$ cat src/rtl/rf_access_ctrl_if.sv
// rf_access_ctrl_if: core, debug and RAM-side signals of the register-file controller.
interface rf_access_ctrl_if #(parameter int DATA_WIDTH = 32, parameter int ADDR_WIDTH = 5);
  logic                  busy;
  logic                  wbWe;
  logic [ADDR_WIDTH-1:0] wbAddr;
  logic [DATA_WIDTH-1:0] wbData;
  logic                  rdEn;
  logic [ADDR_WIDTH-1:0] rdAddr;
  logic [DATA_WIDTH-1:0] rdData;
  logic                  rdValid;
  logic                  dbgReq;
  logic                  dbgWe;
  logic [ADDR_WIDTH-1:0] dbgAddr;
  logic [DATA_WIDTH-1:0] dbgWdata;
  logic                  dbgGnt;
  logic [DATA_WIDTH-1:0] dbgRdata;
  logic                  dbgRvalid;
  logic                  ramWe;
  logic [ADDR_WIDTH-1:0] ramWAddr;
  logic [DATA_WIDTH-1:0] ramDataIn;
  logic [ADDR_WIDTH-1:0] ramRAddr;
  logic [DATA_WIDTH-1:0] ramQ;
  modport slave (
    output busy, rdData, rdValid, dbgGnt, dbgRdata, dbgRvalid, ramWe, ramWAddr, ramDataIn, ramRAddr,
    input  wbWe, wbAddr, wbData, rdEn, rdAddr, dbgReq, dbgWe, dbgAddr, dbgWdata, ramQ
  );
  modport master (
    input  busy, rdData, rdValid, dbgGnt, dbgRdata, dbgRvalid, ramWe, ramWAddr, ramDataIn, ramRAddr,
    output wbWe, wbAddr, wbData, rdEn, rdAddr, dbgReq, dbgWe, dbgAddr, dbgWdata, ramQ
  );
endinterface

$ cat src/rtl/rf_access_ctrl.sv
// rf_access_ctrl: register-file RAM controller with post-reset clear, core/debug port arbitration and x0 zeroing.
// Define RF_BYPASS_EN to forward a same-cycle write to a same-address read.
module rf_access_ctrl #(
  parameter int DATA_WIDTH = 32,
  parameter int ADDR_WIDTH = 5
) (
  input logic           clk,
  input logic           rst,
  rf_access_ctrl_if.slave bus
);
  typedef enum logic {CLEAR, RUN} state_t;
  state_t                r_state;
  logic [ADDR_WIDTH-1:0] r_clr_cnt;
  logic [ADDR_WIDTH-1:0] r_raddr;
  logic                  r_rd_v;
  logic                  r_dbg_v;
  logic                  r_zero;
  logic                  w_run;
  logic                  w_wb;
  logic                  w_dbg_w;
  logic                  w_dbg_r;
  logic                  w_rd;
  logic [DATA_WIDTH-1:0] w_q;
  always_comb begin
    w_run   = r_state == RUN && !rst;
    w_wb    = w_run && bus.wbWe && bus.wbAddr != '0;
    w_dbg_w = w_run && !w_wb && bus.dbgReq && bus.dbgWe;
    w_rd    = w_run && bus.rdEn;
    w_dbg_r = w_run && !bus.rdEn && bus.dbgReq && !bus.dbgWe;
  end
  assign bus.busy      = r_state == CLEAR;
  assign bus.dbgGnt    = w_dbg_w || w_dbg_r;
  assign bus.ramWe     = !rst && (r_state == CLEAR || w_wb || (w_dbg_w && bus.dbgAddr != '0));
  assign bus.ramWAddr  = r_state == CLEAR ? r_clr_cnt : w_wb ? bus.wbAddr : bus.dbgAddr;
  assign bus.ramDataIn = r_state == CLEAR ? '0 : w_wb ? bus.wbData : bus.dbgWdata;
  assign bus.ramRAddr  = w_rd ? bus.rdAddr : w_dbg_r ? bus.dbgAddr : r_raddr;
`ifdef RF_BYPASS_EN
  logic                  r_byp;
  logic [DATA_WIDTH-1:0] r_byp_data;
  // RAM returns old data on a same-edge collision, so capture the write for the next cycle
  always_ff @(posedge clk) begin
    if (rst) r_byp <= 1'b0;
    else r_byp <= w_run && bus.ramWe && (w_rd || w_dbg_r) && bus.ramWAddr == bus.ramRAddr;
    r_byp_data <= bus.ramDataIn;
  end
  assign w_q = r_byp ? r_byp_data : bus.ramQ;
`else
  assign w_q = bus.ramQ;
`endif
  assign bus.rdData    = r_rd_v && !r_zero ? w_q : '0;
  assign bus.dbgRdata  = r_dbg_v && !r_zero ? w_q : '0;
  assign bus.rdValid   = r_rd_v;
  assign bus.dbgRvalid = r_dbg_v;
  always_ff @(posedge clk) begin
    if (rst) begin
      r_state   <= CLEAR;
      r_clr_cnt <= '0;
      r_raddr   <= '0;
      r_rd_v    <= 1'b0;
      r_dbg_v   <= 1'b0;
      r_zero    <= 1'b0;
    end else begin
      r_rd_v  <= w_rd;
      r_dbg_v <= w_dbg_r;
      r_zero  <= bus.ramRAddr == '0;
      r_raddr <= bus.ramRAddr;
      if (r_state == CLEAR) begin
        r_clr_cnt <= r_clr_cnt + 1'b1;
        if (&r_clr_cnt) r_state <= RUN;
      end
    end
  end
endmodule

$ cat src/flat_wrapper.sv
// flat-port wrapper written by rule: the top's interface ports become plain ports
module rf_access_ctrl_flat 
#(
  parameter int DATA_WIDTH = 32,
  parameter int ADDR_WIDTH = 5
)
  (clk, rst, bus_busy, bus_rdData, bus_rdValid, bus_dbgGnt, bus_dbgRdata, bus_dbgRvalid, bus_ramWe, bus_ramWAddr, bus_ramDataIn, bus_ramRAddr, bus_wbWe, bus_wbAddr, bus_wbData, bus_rdEn, bus_rdAddr, bus_dbgReq, bus_dbgWe, bus_dbgAddr, bus_dbgWdata, bus_ramQ);
  rf_access_ctrl_if #(.DATA_WIDTH(DATA_WIDTH), .ADDR_WIDTH(ADDR_WIDTH)) bus_i ();
  input logic clk;
  input logic rst;
  output wire logic [$bits(bus_i.busy)-1:0] bus_busy;
  output wire logic [$bits(bus_i.rdData)-1:0] bus_rdData;
  output wire logic [$bits(bus_i.rdValid)-1:0] bus_rdValid;
  output wire logic [$bits(bus_i.dbgGnt)-1:0] bus_dbgGnt;
  output wire logic [$bits(bus_i.dbgRdata)-1:0] bus_dbgRdata;
  output wire logic [$bits(bus_i.dbgRvalid)-1:0] bus_dbgRvalid;
  output wire logic [$bits(bus_i.ramWe)-1:0] bus_ramWe;
  output wire logic [$bits(bus_i.ramWAddr)-1:0] bus_ramWAddr;
  output wire logic [$bits(bus_i.ramDataIn)-1:0] bus_ramDataIn;
  output wire logic [$bits(bus_i.ramRAddr)-1:0] bus_ramRAddr;
  input wire logic [$bits(bus_i.wbWe)-1:0] bus_wbWe;
  input wire logic [$bits(bus_i.wbAddr)-1:0] bus_wbAddr;
  input wire logic [$bits(bus_i.wbData)-1:0] bus_wbData;
  input wire logic [$bits(bus_i.rdEn)-1:0] bus_rdEn;
  input wire logic [$bits(bus_i.rdAddr)-1:0] bus_rdAddr;
  input wire logic [$bits(bus_i.dbgReq)-1:0] bus_dbgReq;
  input wire logic [$bits(bus_i.dbgWe)-1:0] bus_dbgWe;
  input wire logic [$bits(bus_i.dbgAddr)-1:0] bus_dbgAddr;
  input wire logic [$bits(bus_i.dbgWdata)-1:0] bus_dbgWdata;
  input wire logic [$bits(bus_i.ramQ)-1:0] bus_ramQ;
  assign bus_busy = bus_i.busy;
  assign bus_rdData = bus_i.rdData;
  assign bus_rdValid = bus_i.rdValid;
  assign bus_dbgGnt = bus_i.dbgGnt;
  assign bus_dbgRdata = bus_i.dbgRdata;
  assign bus_dbgRvalid = bus_i.dbgRvalid;
  assign bus_ramWe = bus_i.ramWe;
  assign bus_ramWAddr = bus_i.ramWAddr;
  assign bus_ramDataIn = bus_i.ramDataIn;
  assign bus_ramRAddr = bus_i.ramRAddr;
  assign bus_i.wbWe = bus_wbWe;
  assign bus_i.wbAddr = bus_wbAddr;
  assign bus_i.wbData = bus_wbData;
  assign bus_i.rdEn = bus_rdEn;
  assign bus_i.rdAddr = bus_rdAddr;
  assign bus_i.dbgReq = bus_dbgReq;
  assign bus_i.dbgWe = bus_dbgWe;
  assign bus_i.dbgAddr = bus_dbgAddr;
  assign bus_i.dbgWdata = bus_dbgWdata;
  assign bus_i.ramQ = bus_ramQ;
  rf_access_ctrl #(.DATA_WIDTH(DATA_WIDTH), .ADDR_WIDTH(ADDR_WIDTH)) u_core (.clk(clk), .rst(rst), .bus(bus_i));
endmodule
$ cat config.mk
export PLATFORM = sky130hd
export DESIGN_NAME = rf_access_ctrl_flat
export DESIGN_NICKNAME = d
export VERILOG_FILES = /design/src/rtl/rf_access_ctrl_if.sv /design/src/rtl/rf_access_ctrl.sv /design/src/flat_wrapper.sv
export SDC_FILE = /design/constraint.sdc
export NUM_CORES = 1
export LEC_CHECK = 0
export BUFFER_PORTS_ARGS = -buffer_cell sky130_fd_sc_hd__clkbuf_2
export CORE_AREA = 2 2 87 89
export DETAILED_ROUTE_END_ITERATION = 12
export DIE_AREA = 0 0 89 91
export GPL_TIMING_DRIVEN = 1
export PLACE_DENSITY = 0.65
export SLEW_MARGIN = 20
export SYNTH_ARGS = -nofsm -noshare
export SYNTH_HDL_FRONTEND = slang
export SYNTH_SLANG_ARGS = --single-unit
$ cat constraint.sdc
create_clock -name clk -period 4.92 [get_ports clk]
set_input_delay 0.984 -clock clk [delete_from_list [all_inputs] [get_ports clk]]
set_output_delay 0.984 -clock clk [all_outputs]
set_load 0.05 [all_outputs]
## After elaboration in Yosys (flattened, before gate mapping)

Index checks and enable logic that the tools add are counted.
Widths: inputs -> output; s select.

| storage, ports and cells | value |
|---|---|
| bits in registers | 14 |
| bits of input ports | 117 |
| output and inout bits | 111 |
| word-level logic and storage cells | 44 |

| cells by class | value |
|---|---|
| add/subtract/negate cells | 1 |
| multiplexer cells | 10 |
| bitwise gates (word level) | 1 |
| reduce and logical (&&, ||, !) cells | 26 |

Operator list:

| operator | count |
|---|---|
| $mux 32 | 4 |
| $mux 5 | 4 |
| $logic_and 1x1->1 | 14 |
| $reduce_bool 5->1 | 2 |
| $add 5x1->5 const B | 1 |
| $logic_not 1->1 | 5 |
| $logic_not 5->1 | 1 |
| $reduce_and 5->1 | 1 |
| $logic_or 1x1->1 | 3 |
| $mux 1 | 2 |
| $not 1->1 | 1 |

## Depth between registers and ports, before layout

Gate-level depths: netlist of run 1.

| depth | value |
|---|---|
| depth after elaboration | 11 |
| gate-level depth with buffers | 8 |
| depth with buffers taken out | 5 |

## Worst setup path after synthesis of run 1

OpenSTA, ideal clock, no wires.

| timing | value |
|---|---|
| kind | input -> output |
| start point | input bus_wbAddr[2] |
| end point | output bus_ramWAddr[1] |
| arrival time | 2.995 ns |
| data required time | 3.936 ns |
| path slack | 0.941 ns |
| cell stages on the path | 5 |
| cell sequence | or4_4 -> o211ai_2 -> buf_6 -> a21oi_1 -> o21ai_0 |

| on the way | value |
|---|---|
| cells in the longest elaborated chain, start to end | 4 |

RTL lines:

| element | RTL line | RTL |
|---|---|---|
| start, declared | flat_wrapper.sv:22 | `input wire logic [$bits(bus_i.wbAddr)-1:0] bus_wbAddr;` |
| $reduce_bool 5->1 | rf_access_ctrl.sv:26 | `w_wb = w_run && bus.wbWe && bus.wbAddr != '0;` |
| $logic_and 1x1->1 | rf_access_ctrl.sv:26 |  |
| $mux 5 (2 in series) | rf_access_ctrl.sv:34 | `assign bus.ramWAddr = r_state == CLEAR ? r_clr_cnt : w_wb ? bus.wbAddr : bus.dbgAddr;` |
| end, declared | flat_wrapper.sv:18 | `output wire logic [$bits(bus_i.ramWAddr)-1:0] bus_ramWAddr;` |

No other way between the ends.

## Worst setup path in the final report of run 1

| timing | value |
|---|---|
| start point | input rst |
| end point | output bus_ramDataIn[28] |

| on the way | value |
|---|---|
| cells in the longest elaborated chain, start to end | 6 |

RTL lines:

| element | RTL line | RTL |
|---|---|---|
| start, declared | flat_wrapper.sv:10 | `input logic rst;` |
| $logic_not 1->1 | rf_access_ctrl.sv:25 | `w_run = r_state == RUN && !rst;` |
| $logic_and 1x1->1 | rf_access_ctrl.sv:25 |  |
| $logic_and 1x1->1 (2 in series) | rf_access_ctrl.sv:26 |  |
| $mux 32 (2 in series) | rf_access_ctrl.sv:35 | `assign bus.ramDataIn = r_state == CLEAR ? '0 : w_wb ? bus.wbData : bus.dbgWdata;` |
| end, declared | flat_wrapper.sv:19 | `output wire logic [$bits(bus_i.ramDataIn)-1:0] bus_ramDataIn;` |

No other way between the ends.

==> results of run 1 <==
[state kept, by name, indices dropped and copies added (netlist names)]
signal                cells
u_core.r_raddr            5
u_core.r_zero             1
u_core.r_clr_cnt          5
u_core.r_state            1
u_core.bus.rdValid        1
u_core.bus.dbgRvalid      1
[through the flow]
| stage | util (%) | instances | power, mW | setup slack, ns | instance area, um2 |
|---|---|---|---|---|---|
| CTS | 42.2 | 591 | 0.323 | 1.06 | 3010 |
| global route | 42.2 | 591 | 0.336 | 0.823 | 3010 |
| detailed placement | 41.4 | 587 | 0.210 | 1.07 | 2960 |
| finish | 42.2 | 591 | 0.320 | 1.08 | 3010 |
| global placement | 41.4 | 587 | 0.208 | 1.08 | 2960 |
| floorplan | - | 278 | 0.151 | 0.941 | 1760 |
[how the worst min path moves through the flow]
stage | to | depth (start not counted)
floorplan | u_core.r_raddr[3] | 2
global placement | u_core.r_raddr[3] | 2
detailed placement | u_core.r_clr_cnt[3] | 2
CTS | u_core.r_clr_cnt[3] | 2
global route | u_core.r_clr_cnt[3] | 2
finish | u_core.r_clr_cnt[3] | 2
[critical path, stage by stage]
cell and delay (ns):
clkbuf_2 0.22, nor2b_1 0.21, o211a_1 0.82, nand2_1 0.12, a21oi_1 0.18, clkbuf_2 0.30
[synthesized netlist by cell type, types with 8 or more instances]
| library cell | count |
|---|---|
| a21oi_1 | 24 |
| a21oi_2 | 10 |
| and2_1 | 64 |
| buf_2 | 8 |
| clkbuf_1 | 12 |
| dfxtp_1 | 14 |
| inv_1 | 8 |
| nand2_1 | 62 |
| nand2_2 | 10 |
| nor2_1 | 17 |
[layout make-up]
type                       count  area (um2)  area share (%)
clock buffer                   4        55.1            1.83
inverter                       9        33.8            1.12
multi-input combinational    233        1350            44.7
sequential                    14         280            9.31
tap                           99         124            4.11
timing repair buffer         232        1170            39.0
[power by group]
group	total (mW)	switching, mW	internal (mW)
clock network	0.113	0.0420	0.0709
logic	0.0884	0.0434	0.0450
registers	0.119	0.00290	0.116
total	0.320	0.0883	0.232
[kinds of logic (layout without fill, tap and decap cells)]
kind of cell | count (synthesis) | after routing | synth area share (%)
adder cells (fa/ha/maj) | 2 | 2 | 1.42
flip-flops | 14 | 14 | 15.9
XOR/XNOR | 3 | 3 | 1.49
AO/OA/AOI/OAI | 53 | 53 | 20.5
multiplexers | 2 | 2 | 1.14
AND/OR/NAND/NOR | 173 | 173 | 51.5
buffers and inverters | 31 | 245 | 8.04
[per-layer routing]
| layer | share of wire [%] | wire length (um) |
|---|---|---|
| met1 | 37 | 2780 |
| met2 | 51 | 3840 |
| met3 | 10 | 755 |
| met4 | 2.7 | 207 |
| met5 | 0 | 0 |
==> out/metrics.yaml, run 1 <==
ctsHoldBuffers: 0
ys_types: 37
global_route.usage.met3_pct: 3.55
crit_fanout: 35
r2r_start: "u_core.r_state"
core-area_mm2: 0.00714
ys_ff_latch: 14
endpoint: "bus_ramDataIn[28]"
finClkSkew_ns: 0.000979
drc: 0
grt_pass1_vias: 2408
grt.overflow.total: 0
r2r-end: "u_core.r_zero"
place.detailed.hpwl_um: 6410
path_clk_slew_ns: 0.06
yosys.area.top_type: "and2_1"
busiest_layer: "met2"
power_density_mw_per_mm2: 106
grt_max_degree: 40
rrSetupSlack_ns: 2.86
area_delta_synth_final_pct: 71.3
drtIter0Drc: 55
crit_required_ns: 3.94
fin_crit_sh_pct: 78.1
drtAntennaViolNets: 0
rsz0062_at_grt: "no"
cap_violations: 0
dieWidth_um: 89
worst_setup_path_start_kind: "input pin"
synth.top_cell.area_share_pct: 22.8
r2r_cells: 6
vdd_drop_max_mv: 0.0789
cts_made_buffers: 3
hold_start: "u_core.r_clr_cnt[3]"
final.setup.tns_ns: 0
finalNetCount: 612
cts_max_level: 1
fin_crit_ns: 3.84
hold_viol: 0
fmax_mhz: 260
gr-usage-met2_pct: 32.5
synth_area_mm2: 0.00176
synthCells: 278
grt_pass1_wl_um: 11500
vias_per_cell: 4.51
slew_headroom_pct: 35.1
ys_seq_area_share_pct: 15.9
synthTopCellsByArea: "and2_1, dfxtp_1, nand2_1, a21oi_1, a21oi_2"
final_cell_mix: "clkbuf_2, and2_1, nand2_1"
synth.avg_cell_area_um2: 6.32
power.leakage_nw: 1.80
drv_slew: 0
clock_sinks: 14
port_buffers: 227
start_util_pct: 24.6
grt_use_total_pct: 17.4
synth-edff-count: 0
n_antenna_cell: 0
clkLatencyLatePin_ns: 0.25
fillCellCount: 811
drive_gt1_share_pct: 52.6
grtUsageMet1_pct: 19.7
setup.worst_path.class: "in -> out"
layout_commonest_cell: "clkbuf_2"
cts_tree: "built"
gp_congestion: 0.844
hold_path.class: "reg -> reg"
cts_setup_buffers: 0
num_rows: 31
cts_resized: 0
endpoint_kind: "primary output"
vias: 2668
syn_nets: 397
postRouteWirelength_um: 7580
crit_start: "rst"
io_pins: 228
worstMarginPinSlew_ns: 0.973
clockBufferDepth: 2
synth-async-reset-ratio_pct: 0
wl_per_cell_um: 12.8
status: "finished clean"
die-height_um: 91
synth_flop_cell: "dfxtp_1"
cts-root-buf: "clkbuf_8"
setup_viol: 0
antenna_found_initial: 0
crit_arrival_ns: 2.86
fp.dieArea_mm2: 0.00810
firstDrtPassIters: 4
yosys_warnings: 0
worst_hold_slack_ns: 0.548
Power figures use the tool's default switching activity.
==> run 2: changes to the inputs <==
==> constraint.sdc (replaced) <==
create_clock -name clk -period 3.61 [get_ports clk]
set_input_delay 0.722 -clock clk [delete_from_list [all_inputs] [get_ports clk]]
set_output_delay 0.722 -clock clk [all_outputs]
set_load 0.05 [all_outputs]
==> run 2 against run 1 <==
  * Via count about the same
  * Design area rose by 5.3%
  * Clock skew is 0.0026 ns higher
  * Sequential share of layout area down 0.47 points
  * Hold slack improved by 0.00079 ns
  * Largest power group unchanged
  * Utilization increased by 2.2 points
  * Wire length is 0.62% lower
  * Global-route usage down 0.29 points
  * Setup slack worse by 0.75 ns
  * Clock power rose by 37%
  * Highest routed layer unchanged
==> out/metrics.yaml, run 2 (synthesis gave the netlist of run 1 again) <==
vias: 2666  # -0.075%
largest_registers: "u_core.r_clr_cnt: 5 flops, u_core.r_raddr: 5 flops"
drtAntennaViolNets: 0  # unchanged
endpoint_kind: "primary output"
drc: 0  # unchanged
ctsHoldBuffers: 0  # unchanged
crit_fanout: 35  # unchanged
postRouteWirelength_um: 7530  # -0.62%
port_buffers: 227  # unchanged
cts_made_buffers: 3  # unchanged
fillCellCount: 762  # -6.0%
worst_setup_path_start_kind: "input pin"
num_rows: 31  # unchanged
fin_crit_sh_pct: 90.9
grt_pass1_vias: 2369  # -1.6%
io_pins: 228  # unchanged
crit_arrival_ns: 2.56  # -0.30 ns
status: "finished clean"
area_delta_synth_final_pct: 80.4
core-area_mm2: 0.00714  # unchanged
cts_tree: "built"
min_to: "u_core.r_clr_cnt[3]"
fp.dieArea_mm2: 0.00810  # unchanged
final.setup.tns_ns: 0  # unchanged
hold_path.class: "reg -> reg"
final_cell_mix: "clkbuf_2, and2_1, nand2_1"
layout_commonest_cell: "clkbuf_2"
grt_use_total_pct: 17.1  # -0.29 points
worstMarginPinSlew_ns: 1.02  # +0.0476 ns
power_density_mw_per_mm2: 139  # +30%
vdd_drop_max_mv: 0.171  # +120%
setup.worst_path.class: "in -> out"
cts_max_level: 1  # unchanged
grt_pass1_wl_um: 11300  # -2.0%
drtIter0Drc: 61  # +11%
crit_required_ns: 2.89  # -1.05 ns
clock_sinks: 14  # unchanged
rrSetupSlack_ns: 1.88  # -0.98 ns
wl_per_cell_um: 12.7  # -0.96%
r2r_start: "u_core.r_state"
worst_hold_slack_ns: 0.549  # +0.000794 ns
die-height_um: 91  # unchanged
cap_violations: 0  # unchanged
setup_viol: 0  # unchanged
drive_gt1_share_pct: 52.8  # +0.19 points
clockBufferDepth: 2  # unchanged
hold_viol: 0  # unchanged
n_antenna_cell: 0  # unchanged
fin_crit_ns: 3.28
cts_resized: 0  # unchanged
path_clk_slew_ns: 0.06  # about the same
firstDrtPassIters: 6  # +2
rsz0062_at_grt: "no"
cts_setup_buffers: 0  # unchanged
vias_per_cell: 4.50  # -0.41%
fmax_mhz: 305
power.leakage_nw: 1.85  # +2.8%
drv_slew: 0  # unchanged
r2r-end: "u_core.r_clr_cnt[3]"
dieWidth_um: 89  # unchanged
hold_start: "u_core.r_clr_cnt[3]"
grt.overflow.total: 0  # unchanged
gp_congestion: 0.818  # -3.1%
finClkSkew_ns: 0.00355  # +0.00257 ns
start_util_pct: 24.6  # unchanged
grt_max_degree: 40  # unchanged
finalNetCount: 614  # +0.33%
r2r_cells: 5  # -1
hold-path-cell-count: 2  # unchanged
total_power_mw: 0.440  # +37%
cts-root-buf: "clkbuf_8"
antenna_found_initial: 0  # unchanged
place.detailed.hpwl_um: 6360  # -0.86%
slew_headroom_pct: 31.9  # -3.2 points
clkLatencyLatePin_ns: 0.25  # about the same
## run 2: through the flow
stage / utilization [%] / std cells / setup WS (ns) / area [um2]
CTS: 44.4 / 593 / 0.339 / 3170
floorplan: - / 278 / 0.155 / 1760
global placement: 43.7 / 589 / 0.359 / 3120
finish: 44.4 / 593 / 0.329 / 3170
global route: 44.4 / 593 / 0.158 / 3170
detailed placement: 43.7 / 589 / 0.343 / 3120
## run 2: area by class of cell
type / count / area [um2] / share of cell area, %
clock buffer: 4 / 55.1 / 1.74
sequential: 14 / 280 / 8.84
multi-input combinational: 233 / 1350 / 42.4
tap: 99 / 124 / 3.91
timing repair buffer: 234 / 1330 / 42.1
inverter: 9 / 33.8 / 1.07
## run 2: critical path, cell delays in order
cell      delay (ns)
clkbuf_2        0.09
or4_4           0.55
o211a_1         0.62
nand2_1         0.22
a21oi_1         0.08
clkbuf_2        0.26
## run 2: worst max-delay path by stage
stage / startpoint / to / slack, ns
floorplan: bus_wbAddr[2] / bus_ramWAddr[1] / 0.15
global placement: bus_wbAddr[2] / bus_ramWAddr[2] / 0.36
detailed placement: bus_wbAddr[2] / bus_ramDataIn[12] / 0.34
CTS: bus_wbAddr[2] / bus_ramDataIn[12] / 0.34
global route: rst / bus_ramDataIn[6] / 0.16
finish: bus_wbAddr[2] / bus_ramDataIn[12] / 0.33
## run 2: metal layers
metal	wire (um)	up-vias	track usage [%]	part of all wire, %
li1	-	1347	-	-
met1	2770	1179	18.6	37
met2	3790	124	31.7	50
met3	740	16	4.18	9.8
met4	237	0	5.47	3.1
met5	0	-	0	0
## run 2: power by group
group / switching, mW / internal [mW] / total [mW] / leakage [nW]
Clock: 0.0579 / 0.0967 / 0.155 / 0.0288
Combinational: 0.0587 / 0.0646 / 0.123 / 1.71
Sequential: 0.00376 / 0.158 / 0.162 / 0.114
